File: src/rtl/bnn_pkg.sv
`default_nettype none
// bnn_pkg: shared word width, FSM state type and reset-threshold helper for the binary neuron.
package bnn_pkg;

  localparam int WORD_W = 8;

  typedef enum logic [0:0] {
    ACCUM = 1'b0,
    DONE  = 1'b1
  } state_t;

  // Half of the maximum possible sum: a neutral starting threshold.
  function automatic int reset_thr(input int words);
    return 4 * words;
  endfunction

endpackage
`default_nettype wire

File: src/rtl/popcount8.sv
`default_nettype none
// popcount8: combinational count of set bits in an 8-bit word.
module popcount8
  import bnn_pkg::*;
(
  input  logic [WORD_W-1:0] data,
  output logic [3:0]        count
);

  always_comb begin
    count = '0;
    for (int i = 0; i < WORD_W; i++) begin
      count = count + 4'(data[i]);
    end
  end

endmodule
`default_nettype wire

File: src/rtl/bnn_xnor_neuron.sv
`default_nettype none
// bnn_xnor_neuron: XNOR-popcount accumulation over WORDS input words, thresholded to one
// activation bit and returned with the raw sum over a valid/ready handshake.
module bnn_xnor_neuron
  import bnn_pkg::*;
#(
  parameter  int WORDS = 4,
  localparam int ACC_W = $clog2(8 * WORDS + 1)
) (
  input  logic              clk,
  input  logic              reset,
  input  logic              ena,
  input  logic              wt_load,
  input  logic [WORD_W-1:0] wt_data,
  input  logic              thr_load,
  input  logic [ACC_W-1:0]  thr_data,
  input  logic              in_valid,
  input  logic [WORD_W-1:0] in_data,
  output logic              in_ready,
  output logic              out_valid,
  input  logic              out_ready,
  output logic              out_bit,
  output logic [ACC_W-1:0]  out_sum
);

  localparam int              IDX_W    = $clog2(WORDS);
  localparam logic [IDX_W-1:0] LAST_IDX = IDX_W'(WORDS - 1);
  localparam logic [ACC_W-1:0] THR_RST  = ACC_W'(reset_thr(WORDS));

  state_t            state;
  state_t            state_nxt;
  logic [WORD_W-1:0] weight [WORDS];
  logic [IDX_W-1:0]  idx;
  logic [IDX_W-1:0]  wt_ptr;
  logic [ACC_W-1:0]  acc;
  logic [ACC_W-1:0]  thr;
  logic [ACC_W-1:0]  sum_nxt;
  logic [WORD_W-1:0] xnor_word;
  logic [3:0]        pc;
  logic              accept;
  logic              last;

  // Weight read is from the register array, so a same-cycle write is seen only next cycle.
  assign xnor_word = ~(in_data ^ weight[idx]);

  popcount8 u_popcount8 (
    .data  (xnor_word),
    .count (pc)
  );

  assign accept  = in_valid & in_ready;
  assign last    = accept & (idx == LAST_IDX);
  assign sum_nxt = acc + ACC_W'(pc);

  always_ff @(posedge clk or posedge reset) begin
    if (reset) begin
      state <= ACCUM;
    end else if (ena) begin
      state <= state_nxt;
    end
  end

  always_comb begin
    state_nxt = state;
    case (state)
      ACCUM:   if (last) state_nxt = DONE;
      DONE:    if (out_ready && ena) state_nxt = ACCUM;
      default: state_nxt = ACCUM;
    endcase
  end

  always_comb begin
    in_ready  = ena && (state == ACCUM);
    out_valid = (state == DONE);
  end

  always_ff @(posedge clk or posedge reset) begin
    if (reset) begin
      acc     <= '0;
      idx     <= '0;
      out_sum <= '0;
      out_bit <= 1'b0;
    end else if (accept) begin
      if (last) begin
        out_sum <= sum_nxt;
        out_bit <= (sum_nxt >= thr);
        acc     <= '0;
        idx     <= '0;
      end else begin
        acc <= sum_nxt;
        idx <= idx + 1'b1;
      end
    end
  end

  always_ff @(posedge clk or posedge reset) begin
    if (reset) begin
      for (int i = 0; i < WORDS; i++) begin
        weight[i] <= '0;
      end
      wt_ptr <= '0;
    end else if (wt_load && ena) begin
      weight[wt_ptr] <= wt_data;
      wt_ptr         <= (wt_ptr == LAST_IDX) ? '0 : wt_ptr + 1'b1;
    end
  end

  // out_bit is latched at group completion, so a load during DONE affects only the next group.
  always_ff @(posedge clk or posedge reset) begin
    if (reset) begin
      thr <= THR_RST;
    end else if (thr_load && ena) begin
      thr <= thr_data;
    end
  end

endmodule
`default_nettype wire

File: config.mk
export PLATFORM = sky130hd
export DESIGN_NAME = bnn_xnor_neuron
export DESIGN_NICKNAME = d
export VERILOG_FILES = /design/src/rtl/bnn_pkg.sv /design/src/rtl/popcount8.sv /design/src/rtl/bnn_xnor_neuron.sv
export SDC_FILE = /design/constraint.sdc
export NUM_CORES = 1
export LEC_CHECK = 0
export ABC_AREA = 1
export CELL_PAD_IN_SITES_DETAIL_PLACEMENT = 1
export CELL_PAD_IN_SITES_GLOBAL_PLACEMENT = 1
export CORE_AREA = 3 3 72 107
export CTS_CLUSTER_DIAMETER = 120
export DETAILED_ROUTE_END_ITERATION = 12
export DIE_AREA = 0 0 75 110
export MAX_ROUTING_LAYER = met4
export PLACE_DENSITY_LB_ADDON = 0.1
export SLEW_MARGIN = 0
export SYNTH_ARGS = -nofsm -noshare
export SYNTH_HDL_FRONTEND = slang
export SYNTH_SLANG_ARGS = --single-unit
File: constraint.sdc
create_clock -name clk -period 9.7 [get_ports clk]
set_input_delay 1.455 -clock clk [delete_from_list [all_inputs] [get_ports clk]]
set_output_delay 1.455 -clock clk [all_outputs]
set_load 0.05 [all_outputs]
# Word-level counts from Yosys, hierarchy flattened
# Cells that the tools add are included.
dict set report totals {
  register_bits 56
  inputBits 29
  out_inout_bits 9
  wordCells 52
}
dict set report classes {
  addsub 10
  order_cmp 4
  n_eq_ne 2
  muxes 12
  bitwise 7
  reduce_logical 6
}
# cell count
set op_table {}
lappend op_table {{$bwmux W32} 1}
lappend op_table {{$add A4 B1 Y4} 6}
lappend op_table {{$mux W8} 3}
lappend op_table {{$bmux W8 S2} 1}
lappend op_table {{$demux W8 S2} 1}
lappend op_table {{$not A8 Y8} 1}
lappend op_table {{$xor A8 B8 Y8} 1}
lappend op_table {{$add A6 B4 Y6} 1}
lappend op_table {{$ge A3 B3 Y1 const B} 2}
lappend op_table {{$ge A6 B6 Y1} 1}
lappend op_table {{$mux W6} 1}
lappend op_table {{$not A2 Y3} 2}
lappend op_table {{$logic_and A1 B1 Y1} 5}
lappend op_table {{$add A2 B1 Y2 const B} 2}
lappend op_table {{$eq A2 B2 Y1 const B} 2}
lappend op_table {{$mux W2} 2}
lappend op_table {{$lt A3 B1 Y1 const B} 1}
lappend op_table {{$add A1 B1 Y2} 1}
lappend op_table {{$and A1 B1 Y1} 2}
lappend op_table {{$mux W1} 2}
lappend op_table {{$pmux W1 S2} 1}
lappend op_table {{$reduce_and A2 Y1} 1}
lappend op_table {{$not A1 Y1} 1}

# Longest topological paths before layout
dict set report logic_depth {
  word_depth 15
  depth_mapped 29
  depth_no_buf 28
}

# By module
# From an unflattened synthesis, not the netlist that was laid out.
dict set report unflattened {
  hier_cells 370
  hier_area_um2 3101.7
}
# mod n_inst cells_per_inst area_each_um2 seq_area_each_um2
set modules_own_cells {}
lappend modules_own_cells {bnn_xnor_neuron 1 341 2900.3 1402.6}
lappend modules_own_cells {popcount8 1 29 201.4 0.0}

# Worst setup path before layout
# Ideal clock, no wire load.
dict set report synth_path {
  path_kind {input to register}
  startpoint {input in_data[0]}
  endpoint {register out_bit}
  arrival_time_ns 5.527
  path_slack_ns 4.060
  path_stages 23
  path_cell_list {xor2_1 > ha_1 > inv_1 > fa_1 > fa_1 > inv_1 > fa_1 > fa_1 > xor2_1 > ha_1 > nand2_1 > nor2_1 > nand2_1 > nand3_1 > nand2_1 > nand2_1 > inv_1 > ha_1 > a21o_1 > nor2_1 > nand3_1 > nand2_1 > inv_1}
}
dict set report synth_between {
  elab_chain_len 11
}
# item line
set synth_lines {}
lappend synth_lines {{start, declared} bnn_xnor_neuron.sv:18} ;# input logic [WORD_W-1:0] in_data,
lappend synth_lines {{$xor A8 B8 Y8} bnn_xnor_neuron.sv:44} ;# assign xnor_word = ~(in_data ^ weight[idx]);
lappend synth_lines {{$not A8 Y8} bnn_xnor_neuron.sv:44}
lappend synth_lines {{$add A1 B1 Y2} popcount8.sv:13} ;# count = count + 4'(data[i]);
lappend synth_lines {{$add A4 B1 Y4 (6 in a row)} popcount8.sv:13}
lappend synth_lines {{$add A6 B4 Y6} bnn_xnor_neuron.sv:53} ;# assign sum_nxt = acc + ACC_W'(pc);
lappend synth_lines {{via sum_nxt[5]} bnn_xnor_neuron.sv:37} ;# logic [ACC_W-1:0] sum_nxt;
lappend synth_lines {{$ge A6 B6 Y1} bnn_xnor_neuron.sv:86} ;# out_bit <= (sum_nxt >= thr);
lappend synth_lines {{end signal, assigned} bnn_xnor_neuron.sv:86}
lappend synth_lines {{end, declared} bnn_xnor_neuron.sv:22} ;# output logic out_bit,
# The timed path passes the listed nets, and every way through them passes these cells.
# A chain may end at the register's enable or synchronous reset.

# Worst setup path in the final report
# Ends and elaborated chain as after synthesis.

==> results.md <==
- Status: finished clean
- Die Area: 8250 um^2
- Mux cell area share after synthesis: 0.370%
- Ys flop type: dfrtp_1
- Critical Path AT: 6.30 ns
- Met1 Resource Use GR: 20.0%
- First-pass GRT wire length: 11700 um
- Clk sink count: 56
- Worst Setup Path Type: input pin to flip-flop
- Hold crit path type: flip-flop to flip-flop
- Clk buf depth: 2
- CTS Hold Bufs: 0
- Gpl congestion: 0.840
- Most common cell after layout, fill and taps aside: nand2_1
- Register area share after synthesis: 46.1%
- Number of I/O pins: 38
- Vias: 2364
- GRT met3 Usage: 3.99%
- Relative slew slack: 50.0%
- Simple-gate share of the synthesized area: 23.1%
- Syn nets: 405
- Syn Std Cell Area: 3040 um^2
- YS warnings: 0
- Post-layout min period: 6.07 ns
- Fmax: 165 MHz
- Final Hold Vio Count: 0
- Clk slew on worst S/H paths: 0.10 ns
- CTS root buffer: clkbuf_8
- Die height: 110 um
- Share of layout cells above drive strength 1: 6.41%
- Critical Path End Type: flip-flop
- Grt peak-use layer: met2
- Setup violators final: 0
- Final HPWL DP: 5430 um
- Slew Viols, Final: 0
- Residual DRC: 0
- Crit-path max FO: 4
- Unrepaired setup endpoints after global routing: no
- CTS tree: done
- Diode count: 0
- Worst Skew: 0.0116 ns
- First-pass DRT Iterations: 4
- Final ANT Viol Nets: 0
- Core area: 6900 um^2
- Via density: 5.05
- Worst Max-Slew Pin Slew: 0.750 ns
- CTS H-tree depth: 2
- Post-Synthesis Cells: 353
- Compound-Gate Fraction of Synth Area: 8.75%
- Setup TNS: 0 ns
- Largest net degree at the start of global routing: 57
- Worst Reg-to-Reg Cells: 24
- CTS resizes: 0
- Yosys cell types: 30
- Die extent in x: 75 um
- IO buf count: 37
- Synth-to-layout area growth: 17.0%
- Vias in the first global route: 2475
- Syn_area_per_cell: 8.62 um^2
- Post-synth EDFFs: 0
- Grt ovf: 0
- Max Cap Violations: 0
- Initial Util: 44.1%
- Initial drt markers: 60
- Clock Latency Late Sink: 0.33 ns
- Post-CTS setup buffer count: 0
- Tot GR Track Use: 19.8%
- Synth Area in Adders: 10.7%
- CP Launch Type: input pin
- Largest family of logic cells by synthesized area: simple AND/OR/NAND/NOR gates
- Worst EP required: 9.93 ns
- Final nets: 441
- Most frequent cells in the layout: 117 x nand2_1, 55 x dfrtp_1, 37 x clkdlybuf4s50_1, 34 x inv_1, 25 x o21ai_0
- Initial antenna violation count: 0
- Cts bufs inserted: 5
- XOR/XNOR share of the synthesized area: 3.45%
- Met2 GRT Util: 36.4%
- Register bit total from synthesis: 56
- Drt wl/cell: 15.4 um
- # rows: 37
- Hold Path Depth: 2
- Crit share post-route: 62.6%
- WL final: 7190 um
- Share of flip-flops with an asynchronous set or reset: 100%
per-stage QoR:
step	util [%]	instances	hold WS [ns]	instance area [um^2]	worst slack, ns
2_1_floorplan	-	353	0.453	3040	4.06
3_5_place_dp	50.0	460	0.464	3450	3.26
5_1_grt	51.6	468	0.509	3560	3.39
3_3_place_gp	50.0	460	0.461	3450	3.47
6_report	51.6	468	0.484	3560	3.63
4_1_cts	51.6	468	0.490	3560	3.61
state kept, by name (all words and copies together), names as in the netlist:
name / flops
wt_ptr: 2
out_bit: 1
out_valid: 1
thr: 6
idx: 2
weight: 32
acc: 6
out_sum: 6
synth_stat cells (2+ instances only):
| master | count | area [um^2] |
|---|---|---|
| a21oi_1 | 7 | 35.0 |
| buf_2 | 2 | 10.0 |
| buf_4 | 2 | 15.0 |
| buf_6 | 4 | 45.0 |
| dfrtp_1 | 55 | 1380 |
| fa_1 | 5 | 100 |
| ha_1 | 18 | 225 |
| inv_1 | 35 | 131 |
| inv_2 | 2 | 7.51 |
| inv_4 | 2 | 12.5 |
| nand2_1 | 117 | 439 |
| nand2_4 | 5 | 56.3 |
| nand3_1 | 21 | 105 |
| nor2_1 | 11 | 41.3 |
| nor2_4 | 2 | 22.5 |
| o21ai_0 | 25 | 125 |
| o21ai_1 | 17 | 85.1 |
| xnor2_1 | 5 | 43.8 |
| xor2_1 | 7 | 61.3 |
critical path: stages:
cell and delay, ns:
clkdlybuf4s50_1 0.42, xor2_1 0.17, ha_1 0.27, inv_1 0.05
fa_1 0.50, fa_1 0.55, inv_1 0.05, fa_1 0.47
fa_1 0.44, xor2_1 0.17, ha_1 0.34, nand2_1 0.07
nor2_1 0.13, nor2_1 0.08, xnor2_1 0.28, ha_1 0.31
a21oi_1 0.16, nor2_1 0.06, nor2_1 0.11, nand3_1 0.09
nand2_1 0.07, inv_1 0.04
layout make-up:
type,instances,area [um^2]
Timing Repair Buffer,38,378
Clock buffer,5,68.8
Sequential cell,56,1400
Tap cell,78,97.6
Inverter,40,155
Fill cell,836,3340
Clock inverter,3,47.5
Multi-Input combinational cell,248,1410
worst paths after layout:
kind / end / slack (ns) / start
min in group asynchronous: thr[5]$_DFFE_PP0P_ / 1.67 / reset
worst min register to register: out_sum[4]$_DFFE_PP0P_ / 0.48 / out_sum[4]$_DFFE_PP0P_
worst max-delay path: out_bit$_DFFE_PP0P_ / 3.63 / in_data[0]
worst max register to register: out_bit$_DFFE_PP0P_ / 3.87 / idx[1]$_DFFE_PP0P_
worst min-delay path: out_sum[4]$_DFFE_PP0P_ / 0.48 / out_sum[4]$_DFFE_PP0P_
max in group asynchronous: idx[0]$_DFFE_PP0P_ / 7.56 / reset
cell families (layout without fill, tap and decap cells):
kind of cell | after synthesis | count (layout)
adder cells (fa/ha/maj) | 23 | 23
buffers and inverters | 49 | 86
flip-flops | 56 | 56
AND/OR/NAND/NOR | 160 | 160
multiplexers | 1 | 1
AO/OA/AOI/OAI | 52 | 52
XOR/XNOR | 12 | 12
routing by layer:
layer  vias up  part of all wire [%]  wire length [um]
met2        34                    55              3970
li1       1183                     -                 -
met3        11                   3.1               226
met5         -                     0                 0
met4         0                   2.7               196
met1      1136                    39              2790
Power is left out: the tool's default activity adds up to more than one toggle a clock period on the data nets, which glitch-free logic cannot reach.
